--- config.mk ---
export PLATFORM = sky130hd
export DESIGN_NAME = dmem_access_ctrl
export DESIGN_NICKNAME = d
export VERILOG_FILES = /design/src/rtl/dmem_access_ctrl.sv
export SDC_FILE = /design/constraint.sdc
export NUM_CORES = 1
export LEC_CHECK = 0
export CORE_ASPECT_RATIO = 1.1
export CORE_MARGIN = 1.5
export CORE_UTILIZATION = 30
export CTS_CLUSTER_SIZE = 24
export DETAILED_ROUTE_END_ITERATION = 12
export GPL_ROUTABILITY_DRIVEN = 0
export PLACE_DENSITY = 0.67
export RECOVER_POWER = 50
export SYNTH_ARGS = -nofsm -noshare
export SYNTH_HDL_FRONTEND = slang
export SYNTH_SLANG_ARGS = --single-unit
export TNS_END_PERCENT = 10
--- constraint.sdc ---
create_clock -name clk -period 5.4 [get_ports clk]
set_input_delay 1.62 -clock clk [delete_from_list [all_inputs] [get_ports clk]]
set_output_delay 1.62 -clock clk [all_outputs]
set_load 0.03 [all_outputs]
--- src/rtl/dmem_access_ctrl.sv ---
// dmem_access_ctrl
//   Data-memory access controller between the address decoder and a
//   synchronous-read 2048x32 data RAM. Handles byte/halfword/word loads with
//   sign or zero extension, single-cycle word stores, two-cycle
//   read-modify-write sub-word stores, and address-error detection.
//
// Ports
//   clk, rst          : clock, synchronous active-high reset
//   memRead/memWrite  : CPU load / store request (both together = error)
//   memSize, signExt  : access size (00 B, 01 H, 10 W, 11 rsvd), load extension
//   virtualAddress    : CPU address, [1:0] is the byte offset
//   physicalAddress   : decoder word index; invalidAddress: decoder fault
//   writeData         : right-justified store data
//   readData          : load result, valid in the load completion cycle only
//   stall, addrError  : pipeline hold, one-cycle error pulse
//   ramAddr/ramWe/ramWdata/ramRdata : RAM side (read data one cycle late)
//   errClear, errSticky, badVAddr   : sticky error capture
//
// Configuration
//   DMEM_ERR_STICKY_EN : when defined, errSticky/badVAddr capture the first
//                        error since the last errClear; otherwise both are 0.
module dmem_access_ctrl (
  input  logic        clk,
  input  logic        rst,
  input  logic        memRead,
  input  logic        memWrite,
  input  logic [1:0]  memSize,
  input  logic        signExt,
  input  logic [31:0] virtualAddress,
  input  logic [10:0] physicalAddress,
  input  logic        invalidAddress,
  input  logic [31:0] writeData,
  output logic [31:0] readData,
  output logic        stall,
  output logic        addrError,
  output logic [10:0] ramAddr,
  output logic        ramWe,
  output logic [31:0] ramWdata,
  input  logic [31:0] ramRdata,
  input  logic        errClear,
  output logic        errSticky,
  output logic [31:0] badVAddr
);

  typedef enum logic [1:0] {IDLE, LD_WAIT, RMW_WR} state_t;
  typedef enum logic [1:0] {SZ_BYTE = 2'b00, SZ_HALF = 2'b01,
                            SZ_WORD = 2'b10, SZ_RSVD = 2'b11} size_t;

  state_t      state_q, state_d;
  logic        latch_en;
  logic [10:0] addr_q;
  logic [1:0]  off_q;
  logic [1:0]  size_q;
  logic        sext_q;
  logic [15:0] data_q;

  logic        req, bad;
  logic [7:0]  byte_sel;
  logic [15:0] half_sel;
  logic [31:0] load_ext;
  logic [31:0] merged;

  assign req = memRead | memWrite;
  assign bad = (memRead & memWrite) | invalidAddress
             | (memSize == SZ_RSVD)
             | ((memSize == SZ_HALF) & virtualAddress[0])
             | ((memSize == SZ_WORD) & (virtualAddress[1:0] != 2'b00));

  // Little-endian lane extraction from the word returned by the RAM.
  assign byte_sel = ramRdata[{off_q, 3'b000} +: 8];
  assign half_sel = off_q[1] ? ramRdata[31:16] : ramRdata[15:0];

  always_comb begin
    load_ext = ramRdata;
    case (size_q)
      SZ_BYTE: load_ext = {{24{sext_q & byte_sel[7]}}, byte_sel};
      SZ_HALF: load_ext = {{16{sext_q & half_sel[15]}}, half_sel};
      default: load_ext = ramRdata;
    endcase
  end

  always_comb begin
    merged = ramRdata;
    if (size_q == SZ_BYTE)
      merged[{off_q, 3'b000} +: 8] = data_q[7:0];
    else
      merged[{off_q[1], 4'b0000} +: 16] = data_q;
  end

  // Outputs are held at their reset values while rst is high so that a reset
  // landing in RMW_WR never produces a partial write.
  always_comb begin
    state_d   = state_q;
    stall     = 1'b0;
    addrError = 1'b0;
    ramWe     = 1'b0;
    ramAddr   = '0;
    ramWdata  = '0;
    readData  = '0;
    latch_en  = 1'b0;
    if (!rst) begin
      case (state_q)
        IDLE: begin
          if (req) begin
            if (bad) begin
              addrError = 1'b1;
            end else if (memRead) begin
              ramAddr  = physicalAddress;
              stall    = 1'b1;
              latch_en = 1'b1;
              state_d  = LD_WAIT;
            end else if (memSize == SZ_WORD) begin
              ramAddr  = physicalAddress;
              ramWe    = 1'b1;
              ramWdata = writeData;
            end else begin
              ramAddr  = physicalAddress;
              stall    = 1'b1;
              latch_en = 1'b1;
              state_d  = RMW_WR;
            end
          end
        end
        LD_WAIT: begin
          ramAddr  = addr_q;
          readData = load_ext;
          state_d  = IDLE;
        end
        RMW_WR: begin
          ramAddr  = addr_q;
          ramWe    = 1'b1;
          ramWdata = merged;
          state_d  = IDLE;
        end
        default: state_d = IDLE;
      endcase
    end
  end

  always_ff @(posedge clk) begin
    if (rst) begin
      state_q <= IDLE;
      addr_q  <= '0;
      off_q   <= '0;
      size_q  <= '0;
      sext_q  <= 1'b0;
      data_q  <= '0;
    end else begin
      state_q <= state_d;
      if (latch_en) begin
        addr_q <= physicalAddress;
        off_q  <= virtualAddress[1:0];
        size_q <= memSize;
        sext_q <= signExt;
        data_q <= writeData[15:0];
      end
    end
  end

`ifdef DMEM_ERR_STICKY_EN
  logic        sticky_q;
  logic [31:0] bad_q;

  // A new error beats a simultaneous clear, and re-captures the address.
  always_ff @(posedge clk) begin
    if (rst) begin
      sticky_q <= 1'b0;
      bad_q    <= '0;
    end else if (addrError && (!sticky_q || errClear)) begin
      sticky_q <= 1'b1;
      bad_q    <= virtualAddress;
    end else if (errClear) begin
      sticky_q <= 1'b0;
      bad_q    <= '0;
    end
  end

  assign errSticky = sticky_q;
  assign badVAddr  = bad_q;
`else
  logic unused_sticky_inputs;
  assign unused_sticky_inputs = ^{errClear, virtualAddress[31:2]};
  assign errSticky = 1'b0;
  assign badVAddr  = '0;
`endif

endmodule

### After elaboration in Yosys (flattened, before gate mapping)

Cells that the tools add are included.

| operators by class | value |
|---|---|
| add/sub/neg operators | 2 |
| equal/unequal tests | 7 |
| shifts and indexed selects | 5 |
| muxes and demuxes | 35 |
| bitwise gates (word level) | 12 |
| reductions and logical operators | 6 |

Operators with widths:

| cell | number |
|---|---|
| $mux 32 | 8 |
| $pmux 32 s2 | 2 |
| $bwmux 32 | 2 |
| $mux 11 | 3 |
| $shift 16x7->32 const A | 1 |
| $shift 8x7->32 const A | 1 |
| $shiftx 16x7->32 | 1 |
| $shiftx 32x6->8 | 1 |
| $shiftx 8x7->32 | 1 |
| $pmux 11 s2 | 1 |
| $mux 16 | 1 |
| $mux 1 | 15 |
| $neg 5->7 | 2 |
| $eq 2x1->1 const B | 3 |
| $eq 2x2->1 const B | 3 |
| $and 1x1->1 | 5 |
| $or 1x1->1 | 5 |
| $logic_not 2->1 | 2 |
| $mux 2 | 2 |
| $reduce_or 2->1 | 2 |
| $reduce_and 3->1 | 1 |
| $ne 2x2->1 const B | 1 |
| $not 1->1 | 2 |
| $pmux 1 s2 | 1 |
| $reduce_bool 2->1 | 1 |

| word-level totals | value |
|---|---|
| flip-flop bits (word level) | 34 |
| input port bits | 116 |
| output and inout bits | 111 |
| logic and storage cells | 73 |

### Longest topological paths before layout

Gate-level depths: netlist of the first run.

| logic depth | value |
|---|---|
| depth in word-level cells | 9 |
| mapped depth | 9 |
| mapped depth without buffers | 6 |

### Least setup slack after synthesis of the first run

OpenSTA, ideal clock, no wires.

| timing | value |
|---|---|
| path type | input to output |
| start point | input rst |
| end point | output readData[0] |
| arrival | 3.627 ns |
| required time | 3.780 ns |
| path slack | 0.153 ns |
| cell stages on the path | 4 |
| buffers on the path | 2 |
| path through | buf_6 nand2b_1 clkbuf_1 a2111oi_0 |

| between the ends | value |
|---|---|
| word-level cells in the longest chain between the ends | 1 |

RTL lines:

| item | line | RTL |
|---|---|---|
| from (decl) | 24 | `input logic rst,` |
| $mux 32 | 101 | `if (!rst) begin` |
| to (decl) | 33 | `output logic [31:0] readData,` |

Every way passes these cells.

### Worst setup path in the final report of the first run

| timing | value |
|---|---|
| start point | input ramRdata[31] |
| end point | output readData[8] |

| between the ends | value |
|---|---|
| word-level cells in the longest chain between the ends | 5 |

RTL lines:

| item | line | RTL |
|---|---|---|
| from (decl) | 39 | `input logic [31:0] ramRdata,` |
| $shiftx 32x6->8 | 70 | `assign byte_sel = ramRdata[{off_q, 3'b000} +: 8];` |
| $and 1x1->1 | 76 | `SZ_BYTE: load_ext = {{24{sext_q & byte_sel[7]}}, byte_sel};` |
| $pmux 32 s2 | 75 | `case (size_q)` |
| $mux 32 | 102 | `case (state_q)` |
| $mux 32 | 101 |  |

Every way passes these cells.

==> results_dict.tcl, run 1 <==
set metrics [dict create \
    grt_start_max_net_pins 39 \
    grt_first_pass_wirelength_mm 20.6 \
    number_of_cell_rows 42 \
    die_height_um 121 \
    initial_cell_density_of_the_core_pct 31.0 \
    drv_slew 33 \
    final_layout_size_suffix_gt1_share_pct 27.2 \
    run_status "complete, but fails checks" \
    cts_max_level 2 \
    maximum_fanout_along_the_worst_path 8 \
    cell_leakage_power_uw 0.00240 \
    nets 710 \
    route.detailed.drc 0 \
    grt_pass1_vias 3905 \
    setup_total_negative_slack_ns 0 \
    max_slew.worst_pin.slew_ns 1.79 \
    critical_path.reg2reg.startpoint "state_q[1]$_SDFFE_PP0P_" \
    dieArea_sq_um 13200 \
    cts.repair_timing.setup_buffer_count 0 \
    reg2regPathDepth 7 \
    vias_per_cell 5.34 \
    wl_final_mm 13.6 \
    postSynth.asyncResetShare_pct 0 \
    floorplan_die_width_um 110 \
    drtIter0Drc 298 \
    fmax_mhz 191 \
    violations "capacitance limit, slew limit" \
    data_required_time_at_the_worst_endpoint_ns 3.78 \
    insertion_delay_ns 0.27 \
    clock_tree.buffer_depth 2 \
    post_layout_nonfiller_instances 739 \
    hold_buffers_post_cts 0 \
    min_period_ns 5.23 \
    cellPowerDensity_nw_per_um2 163 \
    cts_made_buffers 5 \
    io-pin-count 227 \
    num_vias 3947 \
    worstSetupEndpointType "output port" \
    cts_resized 0 \
    finalSetupViolCount 0 \
    hold_end "state_q[0]$_SDFFE_PP0P_" \
    dp_hpwl_mm 10.7 \
    timing.hold.worst.class "flip-flop to flip-flop" \
    cts_sinks 34 \
    timing.critical_path.from_type "input pin" \
    numPortBuffers 162 \
    finalCritPeriodShare_pct 96.9 \
    synthesis.instances 439 \
    crit_type "input pin to output port" \
    finClkSkew_ns 0.00453 \
    filler_cell_count 1183 \
    yosys_warnings 0 \
    relSlewSlack_pct -19.0 \
    vdd_ir_drop_max_uv 167 \
    postSynthRegisterBits 34 \
    grt_antenna_before_repair 0 \
    cp_data_arrival_time_ns 3.61 \
    edff_count_synth 0 \
    synth_seq_area_share_pct 18.1 \
    max_capacitance_violation_count 1 \
    synth.distinct_cells 45 \
    gr-usage-all-layers_pct 20.0 \
    hold_path_depth 2 \
    number_of_placed_instances_taps_included 732 \
    reg2reg_slack_ns 2.07 \
    average_detailed_routed_wire_length_per_instance_um 18.4 \
    cts.clk_slew.worst_paths_ns 0.05 \
    dominant_register_cell_in_the_synthesized_netlist "sky130_fd_sc_hd__dfxtp_1" \
    insertedDiodeCount 0 \
    cts_tree "yes" \
    antenna_violating_nets_left 0 \
    regToRegEndpoint "data_q[10]$_SDFFE_PP0P_" \
    layout_area_overhead_pct 44.9 \
    router_iterations_before_antenna_repair 5 \
    syn-mean-instance-area_sq_um 8.58 \
    netlist_area_sq_um 3770 \
    grt_setup_unrepaired "no" \
    ctsRootBufferMaster "sky130_fd_sc_hd__clkbuf_16" \
    grt-ovfl-total 0 \
    min_from "state_q[0]$_SDFFE_PP0P_" \
    finalHoldViolations 0 \
    core_region_area_sq_um 12100 \
]
[worst max-delay path, cell delays in order]
cell                             delay (ns)
sky130_fd_sc_hd__dlygate4sd3_1         0.65
sky130_fd_sc_hd__mux4_2                0.50
sky130_fd_sc_hd__a21o_1                0.30
sky130_fd_sc_hd__o221a_2               0.30
sky130_fd_sc_hd__dlymetal6s2s_1        0.25
[stage by stage]
step | worst slack [ns] | hold slack, ns | area (sq um) | util, % | power, uW
2_1_floorplan | 0.153 | 0.472 | 3890 | - | 460
6_report | 0.166 | 0.528 | 5460 | 45.0 | 888
5_1_grt | 0.0364 | 0.558 | 5460 | 45.0 | 930
3_3_place_gp | 0.0938 | 0.491 | 5400 | 44.5 | 564
3_5_place_dp | 0.0810 | 0.522 | 5400 | 44.5 | 569
4_1_cts | 0.0756 | 0.530 | 5570 | 45.9 | 899
[synth_stat cells (16+ instances only)]
cell / instances / share of area [%]
sky130_fd_sc_hd__a21o_1: 17 / 3.4
sky130_fd_sc_hd__o2bb2ai_1: 16 / 3.7
sky130_fd_sc_hd__dfxtp_1: 34 / 18
sky130_fd_sc_hd__nor2b_1: 44 / 7.3
sky130_fd_sc_hd__clkbuf_1: 19 / 1.9
sky130_fd_sc_hd__a221oi_1: 16 / 3.7
sky130_fd_sc_hd__mux2_2: 43 / 13
sky130_fd_sc_hd__a221o_1: 16 / 4.2
sky130_fd_sc_hd__o21ai_0: 26 / 3.5
sky130_fd_sc_hd__nand2_1: 18 / 1.8
sky130_fd_sc_hd__nor2_1: 33 / 3.3
sky130_fd_sc_hd__buf_4: 36 / 7.2
[report_power, final]
part | switching (uW) | internal (uW)
combinational | 157 | 130
clock | 100 | 227
sequential | 10.8 | 263
[cells by family (layout without fill, tap and decap cells)]
family | after synthesis | count (layout) | share of synthesized area, %
flops | 34 | 34 | 18.1
compound gates | 142 | 142 | 30.3
mux | 55 | 55 | 18.8
buf+inv | 86 | 200 | 13.3
fa+ha+maj | 9 | 9 | 2.99
simple gates | 112 | 112 | 16.5
other cells | 1 | 33 | 0.0995
[layout make-up]
| cell class | count | area, sq um | share of cell area [%] |
|---|---|---|---|
| multi-input cells | 351 | 2700 | 49.4 |
| repair buffers | 178 | 1670 | 30.5 |
| flip-flops and latches | 34 | 682 | 12.5 |
| well taps | 154 | 193 | 3.53 |
| clock buffers | 6 | 139 | 2.54 |
| inverters | 15 | 56.3 | 1.03 |
| clock inverters | 1 | 30.0 | 0.550 |
[state kept, by name, summed over array words and instances (netlist names)]
name	count
sext_q	1
state_q	2
data_q	16
addr_q	11
off_q	2
size_q	2
[worst max path at each step]
stage	from	endpoint	slack [ns]	cells after the start
3_5_place_dp	rst	ramWdata[19]	0.08	6
2_1_floorplan	rst	readData[0]	0.15	4
4_1_cts	rst	ramWdata[19]	0.08	6
6_report	ramRdata[31]	readData[8]	0.17	5
3_3_place_gp	rst	ramWdata[18]	0.09	6
5_1_grt	rst	readData[2]	0.04	5
[cell usage in the layout, fill, tap and decap left out, drive strengths merged, types with 18 or more instances in the layout]
cell,n
mux2,45
nor2,33
nand2,18
o21ai,27
dfxtp,34
clkbuf,26
nor2b,44
buf,73
clkdlybuf4s50,82
conb,33
[layer usage]
layer	vias to the layer above	GRT usage, %	share of wire [%]
met1	1860	25.7	42
li1	1862	-	-
met2	203	32.5	47
met4	0	6.98	2.4
met5	-	0	0
met3	22	4.74	9.0
No activity file was read; power rests on OpenSTA's default activity.
==> inputs of run 2 (changes only) <==
==> constraint.sdc (replaced) <==
create_clock -name clk -period 5.4 [get_ports clk]
set_input_delay 0.81 -clock clk [delete_from_list [all_inputs] [get_ports clk]]
set_output_delay 0.81 -clock clk [all_outputs]
set_load 0.03 [all_outputs]
==> results_dict.tcl, run 2 (synthesis results as in run 1) <==
set metrics [dict create \
    number_of_placed_instances_taps_included 723 \
    final_core_util_pct 44.6 \
    largest_register_ff_count 16 \
    final.setup.worst_slack_ns 0.828 \
    core_region_area_sq_um 12100 \
    router_iterations_before_antenna_repair 4 \
    cp.buffers_inverters 2 \
    violations "capacitance limit, slew limit" \
    hold_buffers_post_cts 0 \
    gr-usage-all-layers_pct 20.7 \
    finClkSkew_ns 0.00191 \
    seq_area_sq_um 682 \
    ordered_list_of_cells_on_the_worst_path "dlygate4sd3_1, nand2b_1, nor4b_4, a21o_1, clkdlybuf4s50_1" \
    min_period_ns 4.57 \
    antenna_violating_nets_left 0 \
    route.detailed.drc 0 \
    cts_sinks 34 \
    final_common_cell "sky130_fd_sc_hd__clkdlybuf4s50_1" \
    run_status "complete, but fails checks" \
    number_of_cell_rows 42 \
    layout.cells.most_common_list "122 x sky130_fd_sc_hd__clkdlybuf4s50_1, 44 x sky130_fd_sc_hd__nor2b_1, 43 x sky130_fd_sc_hd__mux2_2" \
    maximum_fanout_along_the_worst_path 17 \
    routedLengthMet1_mm 5.73 \
    cell_class_contributing_the_biggest_share_of_worst_path_delay "buffers and inverters" \
    vdd_ir_drop_max_uv 139 \
    filler_cell_count 1199 \
    top_regs "data_q x16, addr_q x11" \
    cts_resized 0 \
    drtIter0Drc 304 \
    nets 701 \
    grt_antenna_before_repair 0 \
    cts_max_level 2 \
    finalCritPeriodShare_pct 84.7 \
    timing.hold.worst.class "flip-flop to flip-flop" \
    dieArea_sq_um 13200 \
    vias_per_cell 5.38 \
    cts_tree "yes" \
    floorplan_die_width_um 110 \
    worstSetupEndpointType "output port" \
    routed-wl-met2_mm 6.57 \
    fmax_mhz 219 \
    top_register "data_q" \
    dpl-instance-area_sq_um 5290 \
    cell_leakage_power_uw 0.00228 \
    grt_start_max_net_pins 34 \
    timing.critical_path.from_type "input pin" \
    grt_setup_unrepaired "no" \
    cts.clk_slew.worst_paths_ns 0.05 \
    fin_area_sq_um 5410 \
    initial_cell_density_of_the_core_pct 31.0 \
    insertedDiodeCount 0 \
    post_layout_nonfiller_instances 731 \
    die_height_um 121 \
    multi_input_area_sq_um 2690 \
    cp_slowest_cell "sky130_fd_sc_hd__nor4b_4" \
    cts.repair_timing.setup_buffer_count 0 \
    finalHoldViolations 0 \
    data_required_time_at_the_worst_endpoint_ns 4.59 \
    clock_tree.buffer_depth 2 \
    routed-wl-met3_mm 1.29 \
    layout_area_overhead_pct 43.7 \
    crit_type "input pin to output port" \
    insertion_delay_ns 0.28 \
    numPortBuffers 162 \
    drv_slew 33 \
    grt-ovfl-total 0 \
    grt_pass1_vias 3850 \
    top_signal_layer_used "met4" \
    cpPeakStageDelay_ns 0.88 \
    wl_final_mm 13.9 \
    relSlewSlack_pct -18.0 \
    cellPowerDensity_nw_per_um2 155 \
    io-pin-count 227 \
    num_vias 3931 \
    cts_made_buffers 5 \
    cp_data_arrival_time_ns 3.76 \
    dp_hpwl_mm 10.7 \
    grt_first_pass_wirelength_mm 21.2 \
    max_slew.worst_pin.slew_ns 1.77 \
    setup_total_negative_slack_ns 0 \
    ctsRootBufferMaster "sky130_fd_sc_hd__clkbuf_16" \
    max_capacitance_violation_count 1 \
    final_layout_size_suffix_gt1_share_pct 16.6 \
    average_detailed_routed_wire_length_per_instance_um 18.9 \
    finalSetupViolCount 0 \
    setup_slack_after_placement_ns 0.807 \
]
## run 2: cell type report
| class | count | area share (%) |
|---|---|---|
| Sequential cell | 34 | 12.6 |
| Tap cell | 154 | 3.56 |
| Timing Repair Buffer | 169 | 30.3 |
| Multi-Input combinational cell | 351 | 49.7 |
| Clock inverter | 1 | 0.0924 |
| Clock buffer | 7 | 2.63 |
| Inverter | 15 | 1.04 |
## run 2: through the flow
step	hold WS, ns	total power [uW]
CTS	0.526	851
detailed placement	0.514	563
global placement	0.493	558
global route	0.550	884
floorplan	0.472	460
finish	0.522	841
## run 2: final timing paths
check | slack (ns) | to | from | cells after the start
worst max register to register | 1.95 | data_q[1]$_SDFFE_PP0P_ | state_q[0]$_SDFFE_PP0P_ | 7
worst min register to register | 0.52 | state_q[0]$_SDFFE_PP0P_ | state_q[0]$_SDFFE_PP0P_ | 2
worst max-delay path | 0.83 | readData[19] | rst | 5
worst min-delay path | 0.52 | state_q[0]$_SDFFE_PP0P_ | state_q[0]$_SDFFE_PP0P_ | 2
## run 2: worst min-delay path, delay by kind of cell, from the launching register on
family	cells	cell delay [ns]
and+or+nand+nor	1	0.07
AOI/OAI and AO/OA	1	0.06
DFF	1	0.34
## run 2: metal layers
metal	up-vias	track usage, %
met5	-	0
met4	0	5.52
met3	19	4.91
met2	197	33.0
met1	1861	27.7
li1	1854	-
## run 2: power breakdown
part,switching [uW],internal (uW),total [uW]
clock network,101,183,284
logic,152,128,280
registers,14.8,263,278
total,268,573,841
==> inputs of run 3 (changes only) <==
==> constraint.sdc (replaced) <==
create_clock -name clk -period 4.45 [get_ports clk]
set_input_delay 0.6675 -clock clk [delete_from_list [all_inputs] [get_ports clk]]
set_output_delay 0.6675 -clock clk [all_outputs]
set_load 0.03 [all_outputs]
==> results_dict.tcl, run 3 (synthesis results as in run 1) <==
set metrics [dict create \
    cpPeakStageDelay_ns 0.66 \
    critical_path.startpoint "rst" \
    cp_data_arrival_time_ns 3.37 \
    worstSetupEndpointType "output port" \
    timing.critical_path.from_type "input pin" \
    cts_sinks 34 \
    nets 705 \
    cp.buffers_inverters 3 \
    timing.hold.worst.class "flip-flop to flip-flop" \
    grt_start_max_net_pins 36 \
    finalCritPeriodShare_pct 90.6 \
    setup_slack_after_placement_ns 0.583 \
    router_iterations_before_antenna_repair 5 \
    layout_area_overhead_pct 43.3 \
    fin_area_sq_um 5400 \
    ordered_list_of_cells_on_the_worst_path "dlygate4sd3_1, nor2b_1, o21ai_0, nor4_4, clkbuf_2, o2bb2ai_1, clkbuf_1" \
    cp_slowest_cell "sky130_fd_sc_hd__dlygate4sd3_1" \
    cts.clk_slew.worst_paths_ns 0.06 \
    dpl-instance-area_sq_um 5330 \
    wl_final_mm 13.8 \
    core_region_area_sq_um 12100 \
    antenna_violating_nets_left 0 \
    run_status "completed" \
    die_height_um 121 \
    gr-usage-all-layers_pct 20.6 \
    cts_made_buffers 5 \
    seq_area_sq_um 682 \
    number_of_cell_rows 42 \
    grt_pass1_vias 3863 \
    relSlewSlack_pct 15.5 \
    final_common_cell "sky130_fd_sc_hd__clkdlybuf4s50_1" \
    critical_path.reg2reg.startpoint "state_q[1]$_SDFFE_PP0P_" \
    ctsRootBufferMaster "sky130_fd_sc_hd__clkbuf_16" \
    top_register "data_q" \
    route.detailed.drc 0 \
    finalHoldViolations 0 \
    hold_buffers_post_cts 0 \
    maximum_fanout_along_the_worst_path 33 \
    min_from "state_q[0]$_SDFFE_PP0P_" \
    filler_cell_count 1190 \
    top_regs "data_q x16, addr_q x11" \
    multi_input_area_sq_um 2700 \
    numPortBuffers 162 \
    cell_class_contributing_the_biggest_share_of_worst_path_delay "buffers and inverters" \
    vdd_ir_drop_max_uv 186 \
    grt_antenna_before_repair 0 \
    average_detailed_routed_wire_length_per_instance_um 18.8 \
    insertedDiodeCount 0 \
    vias_per_cell 5.42 \
    grt-ovfl-total 0 \
    max_slew.worst_pin.slew_ns 1.27 \
    grt_setup_unrepaired "no" \
    finalSetupViolCount 0 \
    crit_type "input pin to output port" \
    cellPowerDensity_nw_per_um2 191 \
    final.setup.worst_slack_ns 0.416 \
    dp_hpwl_mm 10.7 \
    data_required_time_at_the_worst_endpoint_ns 3.78 \
    insertion_delay_ns 0.28 \
    cts_max_level 2 \
    dieArea_sq_um 13200 \
    fmax_mhz 248 \
    largest_register_ff_count 16 \
    hold_ws_ns 0.514 \
    max_capacitance_violation_count 0 \
    cts_resized 0 \
    io-pin-count 227 \
    cts.repair_timing.setup_buffer_count 0 \
    drtIter0Drc 329 \
    grt_first_pass_wirelength_mm 21.3 \
    final_layout_size_suffix_gt1_share_pct 22.2 \
    min_period_ns 4.03 \
    num_vias 3982 \
    total_power_uw 1030 \
    finClkSkew_ns 0.00287 \
    floorplan_die_width_um 110 \
    cts_tree "yes" \
    setup_total_negative_slack_ns 0 \
    layout.cells.most_common_list "96 x sky130_fd_sc_hd__clkdlybuf4s50_1, 44 x sky130_fd_sc_hd__nor2b_1, 43 x sky130_fd_sc_hd__mux2_2" \
    clock_tree.buffer_depth 2 \
    cell_leakage_power_uw 0.00228 \
    initial_cell_density_of_the_core_pct 31.0 \
    drv_slew 0 \
]
[run 3: worst register-to-register path, delay by kind of cell (launching register included)]
kind | cells | cell delay [ns]
buffers and inverters | 2 | 1.10
AND/OR/NAND/NOR | 2 | 0.84
multiplexers | 1 | 0.44
flip-flops | 1 | 0.33
AO/OA/AOI/OAI | 1 | 0.29
adder cells (fa/ha/maj) | 1 | 0.16
[run 3: power breakdown]
part / switching [uW] / internal [uW]
Combinational: 192 / 155
Sequential: 13.2 / 319
Clock: 129 / 221
[run 3: layer usage]
layer / share of wire, % / wire length [um] / up-vias / track usage, %
li1: - / - / 1857 / -
met1: 42 / 5780 / 1900 / 27.4
met4: 2.0 / 274 / 0 / 5.52
met5: 0 / 0 / - / 0
met2: 48 / 6570 / 203 / 33.6
met3: 8.4 / 1160 / 22 / 4.10
[run 3: final timing paths]
path | endpoint | slack, ns | cells after the start
worst min register to register | state_q[0]$_SDFFE_PP0P_ | 0.51 | 2
worst max register to register | data_q[2]$_SDFFE_PP0P_ | 1.17 | 7
worst min-delay path | state_q[0]$_SDFFE_PP0P_ | 0.51 | 2
worst max-delay path | ramWdata[13] | 0.42 | 7
[run 3: through the flow]
stage	util (%)	std cells
2_1_floorplan	-	471
3_3_place_gp	43.9	727
3_5_place_dp	43.9	727
4_1_cts	45.1	735
5_1_grt	44.5	735
6_report	44.5	735
[run 3: final cells by class]
class / count / share of cell area, %
multi-input combinational: 351 / 50.0
clock inverter: 2 / 0.232
tap: 154 / 3.57
clock buffer: 6 / 2.57
inverter: 15 / 1.04
timing repair buffer: 173 / 30.0
sequential: 34 / 12.6
